<file path="config.mk">
export PLATFORM = sky130hd
export DESIGN_NAME = uart_tx_drain
export DESIGN_NICKNAME = d
export VERILOG_FILES = /design/src/rtl/uart_tx_drain.sv
export SDC_FILE = /design/constraint.sdc
export NUM_CORES = 1
export LEC_CHECK = 0
export BUFFER_PORTS_ARGS = -buffer_cell sky130_fd_sc_hd__buf_4
export CAP_MARGIN = 15
export CORE_AREA = 2 2 72 57
export DETAILED_ROUTE_END_ITERATION = 10
export DIE_AREA = 0 0 74 59
export PLACE_DENSITY = 0.69
export REMOVE_ABC_BUFFERS = 1
export SLEW_MARGIN = 20
export SYNTH_ARGS = -nofsm -noshare
export SYNTH_HDL_FRONTEND = slang
export SYNTH_SLANG_ARGS = --single-unit
</file>
<file path="constraint.sdc">
create_clock -name clock -period 1.95 [get_ports clock]
set_clock_uncertainty 0.2 [all_clocks]
set_input_delay 0.39 -clock clock [delete_from_list [all_inputs] [get_ports clock]]
set_output_delay 0.39 -clock clock [all_outputs]
set_load 0.02 [all_outputs]
</file>
<file path="src/rtl/uart_tx_drain.sv">
// uart_tx_drain: pops bytes from a registered-output FIFO and sends each as an 8N1/8N2 UART frame.
module uart_tx_drain #(
    parameter int CLOCKS_PER_BIT = 868,
    parameter int DATA_WIDTH     = 8,
    parameter int STOP_BITS      = 1
) (
    input  logic                  clock,
    input  logic                  resetn,
    input  logic                  enable,
    input  logic [DATA_WIDTH-1:0] fifo_data_out,
    input  logic                  fifo_empty,
    input  logic                  fifo_full,
    input  logic                  fifo_push,
    output logic                  fifo_write_enable,
    output logic                  tx,
    output logic                  busy,
    output logic                  frame_done
);
    localparam int CW = $clog2(CLOCKS_PER_BIT);
    localparam int BW = $clog2(DATA_WIDTH + STOP_BITS);
    localparam logic [CW-1:0] BAUD_LAST = CW'(CLOCKS_PER_BIT - 1);
    localparam logic [BW-1:0] DATA_LAST = BW'(DATA_WIDTH - 1);
    localparam logic [BW-1:0] STOP_LAST = BW'(STOP_BITS - 1);
    localparam logic [2:0] S_IDLE  = 3'd0;
    localparam logic [2:0] S_POP   = 3'd1;
    localparam logic [2:0] S_LOAD  = 3'd2;
    localparam logic [2:0] S_START = 3'd3;
    localparam logic [2:0] S_DATA  = 3'd4;
    localparam logic [2:0] S_STOP  = 3'd5;

    logic [2:0]            r_state;
    logic [2:0]            w_next;
    logic [CW-1:0]         r_baud;
    logic [BW-1:0]         r_bit;
    logic [DATA_WIDTH-1:0] r_shift;
    logic [DATA_WIDTH-1:0] w_shift;
    logic                  r_tx;
    logic                  w_tx;
    logic                  w_baud_done;
    logic                  w_bit_last;
    logic                  w_accept;
    logic                  w_timing;

    always_comb begin
        w_baud_done = r_baud == BAUD_LAST;
        w_bit_last  = r_bit == (r_state == S_STOP ? STOP_LAST : DATA_LAST);
        // a push into a full FIFO makes it ignore our pop in the same cycle
        w_accept    = !fifo_empty && !(fifo_push && fifo_full);
        w_timing    = r_state == S_START || r_state == S_DATA || r_state == S_STOP;
        w_next      = r_state;
        case (r_state)
            S_IDLE:  if (enable && !fifo_empty) w_next = S_POP;
            S_POP:   w_next = w_accept ? S_LOAD : S_IDLE;
            S_LOAD:  w_next = S_START;
            S_START: if (w_baud_done) w_next = S_DATA;
            S_DATA:  if (w_baud_done && w_bit_last) w_next = S_STOP;
            S_STOP:  if (w_baud_done && w_bit_last) w_next = S_IDLE;
            default: w_next = S_IDLE;
        endcase
        w_shift = r_state == S_LOAD ? fifo_data_out :
                  (r_state == S_DATA && w_baud_done) ? r_shift >> 1 : r_shift;
        // tx is registered, so it is computed from where the FSM is heading
        w_tx    = w_next == S_START ? 1'b0 : w_next == S_DATA ? w_shift[0] : 1'b1;
    end

    always_ff @(posedge clock or negedge resetn) begin
        if (!resetn) begin
            r_state <= S_IDLE;
            r_baud  <= '0;
            r_bit   <= '0;
            r_shift <= '0;
            r_tx    <= 1'b1;
        end else begin
            r_state <= w_next;
            r_shift <= w_shift;
            r_tx    <= w_tx;
            r_baud  <= (w_next != r_state || w_baud_done || !w_timing) ? '0 : r_baud + 1'b1;
            r_bit   <= (w_next != r_state) ? '0 : (w_baud_done && w_timing) ? r_bit + 1'b1 : r_bit;
        end
    end

    assign fifo_write_enable = r_state == S_POP;
    assign busy              = r_state != S_IDLE;
    assign frame_done        = r_state == S_STOP && w_baud_done && w_bit_last;
    assign tx                = r_tx;
endmodule

</file>
==> results.toml, run 1 <==
[logic_synthesis]
async_flop_share_pct = 100.0
synth_edf_count = 0
syn_area_sq_um = 1409
syn_inst = 144
netlist-cell-type-count = 42
ys_seq_area_share_pct = 46.27
synth_most_common_cell = "dfrtp_1"
ys_ff_latch = 26
avgSynthCellArea_sq_um = 9.784
synthTopCellsByArea = "dfrtp_1 (44%), nor2_1 (5.6%), nand2_1 (4.3%), mux2i_1 (3.6%), xnor2_1 (3.1%)"
yosys.area.top_type_share_pct = 44.40
ys.flop_type = "dfrtp_1"
synth.largest_area_cell = "dfrtp_1"
synth-warning-count = 0
synthTopCellsByCount = "dfrtp_1 (25), nor2_1 (21), nand2_1 (16)"

[clocking]
root_buffer = "clkbuf_8"
clk_pin_slew_ps = 90
clock_path_buffers = 2
cts_sinks = 26
cts_tree = "done"
ctsHtreeMaxLevel = 1
worstSkewPairLatency_ps = 270
cts_inserted_buffers = 3

[placement]
place.gp.congestion = 0.7931
dp_hpwl_mm = 2.214
dpl.cell_count = 230
placed_cell_area_sq_um = 1754
preCtsSetupSlack_ps = -187.6
port_buffers = 17

[sta]
timing.final.crit_share_pct = 119.3
setup-tns-final_ps = -2297
period_minus_slack_ps = 2326
relSlewSlack_pct = 71.27
finalHoldViolCount = 0
setup_viol = 27
finalWorstSetupSlack_ps = -375.6
hold_slack_ps = 122.4
rsz0062_at_grt = "yes"
fmax_ghz = 0.4300
drv_slew = 0
tightest_slew_ps = 426.4

[floorplan]
core_area_sq_um = 3590
dieWidth_microns = 74
dieArea_sq_um = 4366
rows = 19
initial_utilization_pct = 39.25
die_height_microns = 59
ioPinCount = 18

[finish]
antennaDiodeCount = 0
syn_to_final_growth_pct = 53.73
register_area_sq_um = 651.9
drive_above_1_share_pct = 49.74
multi_input_area_sq_um = 905.9
num-nets-final = 210
stdcell_count = 245
final_area_sq_um = 2166
post-route-util_pct = 60.33
fill_cells = 299

[worst_hold_path]
hold_path_class = "input pin to flop"
timing.hold.worst_endpoint = "r_shift[6]"
hold_depth = 3
holdCritStartpoint = "fifo_data_out[6]"

[job]
max_cap_violations = 0

[critical_path]
cp.arrival_ps = 1740
crit_fanout = 2
start_kind = "flop"
timing.rr.end = "r_bit[1]"
worst-r2r-cell-count = 6
setup.worst_path.class = "flop to primary output"
required_ps = 1360
timing.rr.start = "r_baud[4]"
r2r_slack_ps = -180
cp-end-kind = "primary output"

[routing]
vias_per_cell = 5.065
routedWlPerCell_microns = 14.69
dr_total_vias = 1241
drc = 0
drtAntennaViolNets = 0
drtIter0Drc = 40
routed_wl_mm = 3.598
dr.pass1.iters = 4

[global_route]
globalRouteTotalUtil_pct = 15.96
grt_pass1_vias = 1219
grt_pass1_wl_mm = 5.292
antenna_found_initial = 0
grt_overflow = 0
grt_start_max_net_pins = 27

[run_status]
violations = "setup timing"
status = "complete, but fails checks"

[power_and_ir_drop]
powerDensity_nw_per_um2 = 1212
irDropWorstVdd_uv = 657.7
total_power_mw = 2.626
p_leak_nw = 0.9430
[logic make-up after synthesis]
kind of cell,share of synthesized area [%]
AO/OA/AOI/OAI,11.63
XOR/XNOR,6.216
adder cells (fa/ha/maj),1.776
buffers and inverters,3.907
flip-flops,46.27
multiplexers,3.553
AND/OR/NAND/NOR,26.65
[where the power goes]
part | internal, mW | total [mW] | switching, mW
combinational | 0.668 | 1.37 | 0.700
sequential | 0.698 | 0.809 | 0.111
clock | 0.275 | 0.448 | 0.174
total | 1.64 | 2.63 | 0.984
[routing by layer]
layer  vias to the layer above  part of all wire (%)  global-route usage [%]
met5                         -                     0                       0
met4                         0                  0.58                   2.857
met3                         4                   4.0                   4.252
met2                        29                    53                   29.46
met1                       613                    42                   18.81
li1                        595                     -                       -
[cell type report]
type,instances,area share (%)
sequential,26,30.10
inverter,6,1.040
clock inverter,1,1.386
timing repair buffer,51,20.74
clock buffer,3,1.906
multi-input combinational,106,41.83
tap,52,3.004
[timing repair]
action                                  CTS  global route
pin swaps                                15            11
setup buffers                             9             6
gates resized for setup                  23            32
hold buffers                              1             0
endpoints found under the setup margin   27            28
hold endpoints to repair                 25             0
gates cloned                              1             1
[flip-flops by register name, indices dropped and copies added, names as in the netlist]
signal	count
tx	1
r_shift	8
r_state	3
r_bit	4
r_baud	10
[worst max-delay path: stages (launching register included)]
cell     delay [ps]
dfrtp_1         390
or4b_4          580
nor3_4          160
nand2_1          70
nor2_1          110
buf_4           160
[how the worst max path moves through the flow]
| stage | slack, ps | start | to | cells after the start |
|---|---|---|---|---|
| 2_1_floorplan | -300 | r_baud[2] | frame_done | 4 |
| 3_3_place_gp | -130 | r_baud[2] | frame_done | 5 |
| 5_1_grt | -440 | r_baud[4] | frame_done | 5 |
| 4_1_cts | -360 | r_bit[0] | frame_done | 5 |
| 6_report | -380 | r_baud[4] | frame_done | 5 |
| 3_5_place_dp | -190 | r_baud[2] | r_bit[3] | 5 |
[cells in the final DEF (no fill, tap or decap), types with 2 or more instances in the layout]
master,synthesis,layout
o21ai_0,2,2
xnor2_1,5,4
a21oi_2,0,2
nor2_1,21,9
nor2_2,1,5
dfrtp_1,25,25
a22oi_2,0,2
o21ai_1,3,3
xor2_1,5,5
nor2_4,0,8
inv_1,5,5
nand2_1,16,16
nand3_4,0,2
mux2i_1,5,4
ha_1,2,2
buf_4,0,39
nand3_1,7,5
or3_1,3,2
buf_6,1,9
clkbuf_8,0,3
a22oi_1,4,2
nand2b_1,5,3
Note: power is estimated with default switching activity, not from simulation.
==> inputs of run 2 (changes only) <==
--- a/config.mk
+++ b/config.mk
@@ -7,10 +7,10 @@
 export LEC_CHECK = 0
 export BUFFER_PORTS_ARGS = -buffer_cell sky130_fd_sc_hd__buf_4
 export CAP_MARGIN = 15
-export CORE_AREA = 2 2 72 57
+export CORE_AREA = 2 2 80 51
 export DETAILED_ROUTE_END_ITERATION = 10
-export DIE_AREA = 0 0 74 59
-export PLACE_DENSITY = 0.69
+export DIE_AREA = 0 0 82 53
+export PLACE_DENSITY = 0.7
 export REMOVE_ABC_BUFFERS = 1
 export SLEW_MARGIN = 20
 export SYNTH_ARGS = -nofsm -noshare
==> results.toml, run 2 (synthesized netlist as in run 1, its figures left out) <==
[global_route]
grt_overflow = 0
grt_start_max_net_pins = 27
antenna_found_initial = 0
grt_pass1_vias = 1257
globalRouteTotalUtil_pct = 17.28
grt_pass1_wl_mm = 5.651

[routing]
dr_total_vias = 1256
routed_wl_mm = 3.724
drc = 0
vias_per_cell = 5.190
drtAntennaViolNets = 0
routedWlPerCell_microns = 15.39
dr.pass1.iters = 4
drtIter0Drc = 37

[sta]
setup_viol = 27
rsz0062_at_grt = "yes"
hold_slack_ps = 125.1
relSlewSlack_pct = 75.16
period_minus_slack_ps = 2351
tightest_slew_ps = 372.6
finalWorstSetupSlack_ps = -401.4
fmax_ghz = 0.4253
finalHoldViolCount = 0
timing.final.crit_share_pct = 120.6
drv_slew = 0

[power_and_ir_drop]
p_leak_nw = 0.9478
switchingPower_mw = 0.9748
irDropWorstVdd_uv = 714.4
comb_power_share_pct = 51.9
pwr-share-seq_pct = 30.9
powerDensity_nw_per_um2 = 1209
switching_share_pct = 37.19
clkPwrFrac_pct = 17.2
internal_power_mw = 1.646

[critical_path]
cp-end-kind = "primary output"
crit_chain = "or4_4, mux2i_2, nand2_1, nor2_2, buf_6"
cp_slowest_cell = "or4_4"
cp.arrival_ps = 1760
worst-r2r-cell-count = 6
required_ps = 1360
setup.worst_path.class = "flop to primary output"
crit_family = "simple AND/OR/NAND/NOR gates"
r2r_slack_ps = -270
cp_slowest_stage_delay_ps = 540
timing.rr.start = "r_baud[4]"
start_kind = "flop"
crit_fanout = 2
worst-path-buf-inv = 1
timing.rr.end = "r_shift[5]"

[clocking]
ctsHtreeMaxLevel = 1
cts_tree = "done"
cts_sinks = 26
cts_inserted_buffers = 3
clock_path_buffers = 2
root_buffer = "clkbuf_8"
worstSkewPairLatency_ps = 270
clk_pin_slew_ps = 90

[run_status]
status = "complete, but fails checks"
violations = "setup timing"

[placement]
dp_hpwl_mm = 2.235
port_buffers = 17
place.gp.congestion = 0.9079
placed_cell_area_sq_um = 1748

[floorplan]
initial_utilization_pct = 39.43
rows = 17
die_height_microns = 53
ioPinCount = 18
dieWidth_microns = 82
core_area_sq_um = 3573
dieArea_sq_um = 4346

[finish]
layout_common_cells = "buf_4 (41), dfrtp_1 (24), nand2_1 (16)"
final_area_sq_um = 2168
multi_input_area_sq_um = 898.4
top_register = "r_baud"
antennaDiodeCount = 0
register_area_sq_um = 653.1
final_common_cell = "buf_4"
largest_reg_flops = 10
syn_to_final_growth_pct = 53.91
fill_cells = 304
biggestRegsByFlops = "r_baud x10, r_shift x8, r_bit x4"
num-nets-final = 212
drive_above_1_share_pct = 51.28

[worst_hold_path]
holdCritStartpoint = "fifo_data_out[1]"
hold_depth = 3
timing.hold.worst_endpoint = "r_shift[1]"
hold_path_class = "input pin to flop"

[job]
max_cap_violations = 0
==> run 2: cell count changes in the layout (fill, tap and decap cells not counted), moves of 2 or more <==
cell and change:
buf_4 +2, nor2_1 -2, nor2_2 +4, nor2_4 -2
==> run 2: timing repair <==
item | CTS | global route
buffers inserted | 8 | 9
endpoints found under the hold margin | 25 | 0
endpoints found under the setup margin | 28 | 28
gates cloned | 1 | 1
gates resized for setup | 23 | 34
hold buffers | 1 | 0
pin swaps | 8 | 21
==> run 2: routing by layer <==
| layer | global-route usage [%] | wire length (microns) | vias to the layer above |
|---|---|---|---|
| met2 | 29.54 | 1942 | 21 |
| met4 | 4.167 | 45 | 0 |
| met1 | 21.99 | 1634 | 630 |
| met5 | 0 | 0 | - |
| li1 | - | - | 601 |
| met3 | 4.437 | 101 | 4 |
==> run 2: stage by stage <==
step | instances | setup TNS, ps | utilization, % | setup slack [ps] | power, mW
after floorplan | 138 | -2850 | - | -303.1 | 1.297
final | 242 | -3964 | 60.68 | -401.4 | 2.621
after CTS | 236 | -1576 | 55.04 | -374.2 | 2.230
after global routing | 242 | -5914 | 60.68 | -484.4 | 2.768
after detailed placement | 225 | -2096 | 48.91 | -207.2 | 1.689
after global placement | 225 | -1323 | 48.91 | -130.3 | 1.659
==> run 2: power groups by stage <==
stage | registers, mW | clock network [mW] | logic, mW
after CTS | 0.797 | 0.456 | 0.976
after global routing | 0.820 | 0.484 | 1.46
after global placement | 0.801 | 0 | 0.858
after floorplan | 0.828 | 0 | 0.469
after detailed placement | 0.810 | 0 | 0.879
final | 0.810 | 0.451 | 1.36
==> run 2: worst max path at each step <==
stage	from	to	slack (ps)	cells after the start
2_1_floorplan	r_baud[2]	frame_done	-300	4
3_3_place_gp	r_baud[2]	frame_done	-130	5
3_5_place_dp	r_baud[2]	frame_done	-210	5
4_1_cts	r_bit[0]	frame_done	-370	5
5_1_grt	r_bit[2]	frame_done	-480	5
6_report	r_bit[2]	frame_done	-400	5
==> run 2: worst min-delay path, delay by kind of cell <==
| kind | cells | cell delay (ps) |
|---|---|---|
| buffers and inverters | 1 | 80 |
| AO/OA/AOI/OAI | 1 | 60 |
| AND/OR/NAND/NOR | 1 | 40 |
==> run 2: cell type report <==
type                            instances  share of cell area [%]
Timing Repair Buffer                   53                   21.41
Sequential cell                        26                   30.12
Multi-Input combinational cell        106                   41.43
Clock buffer                            3                   1.904
Tap cell                               47                   2.712
Clock inverter                          1                   1.385
Inverter                                6                   1.039
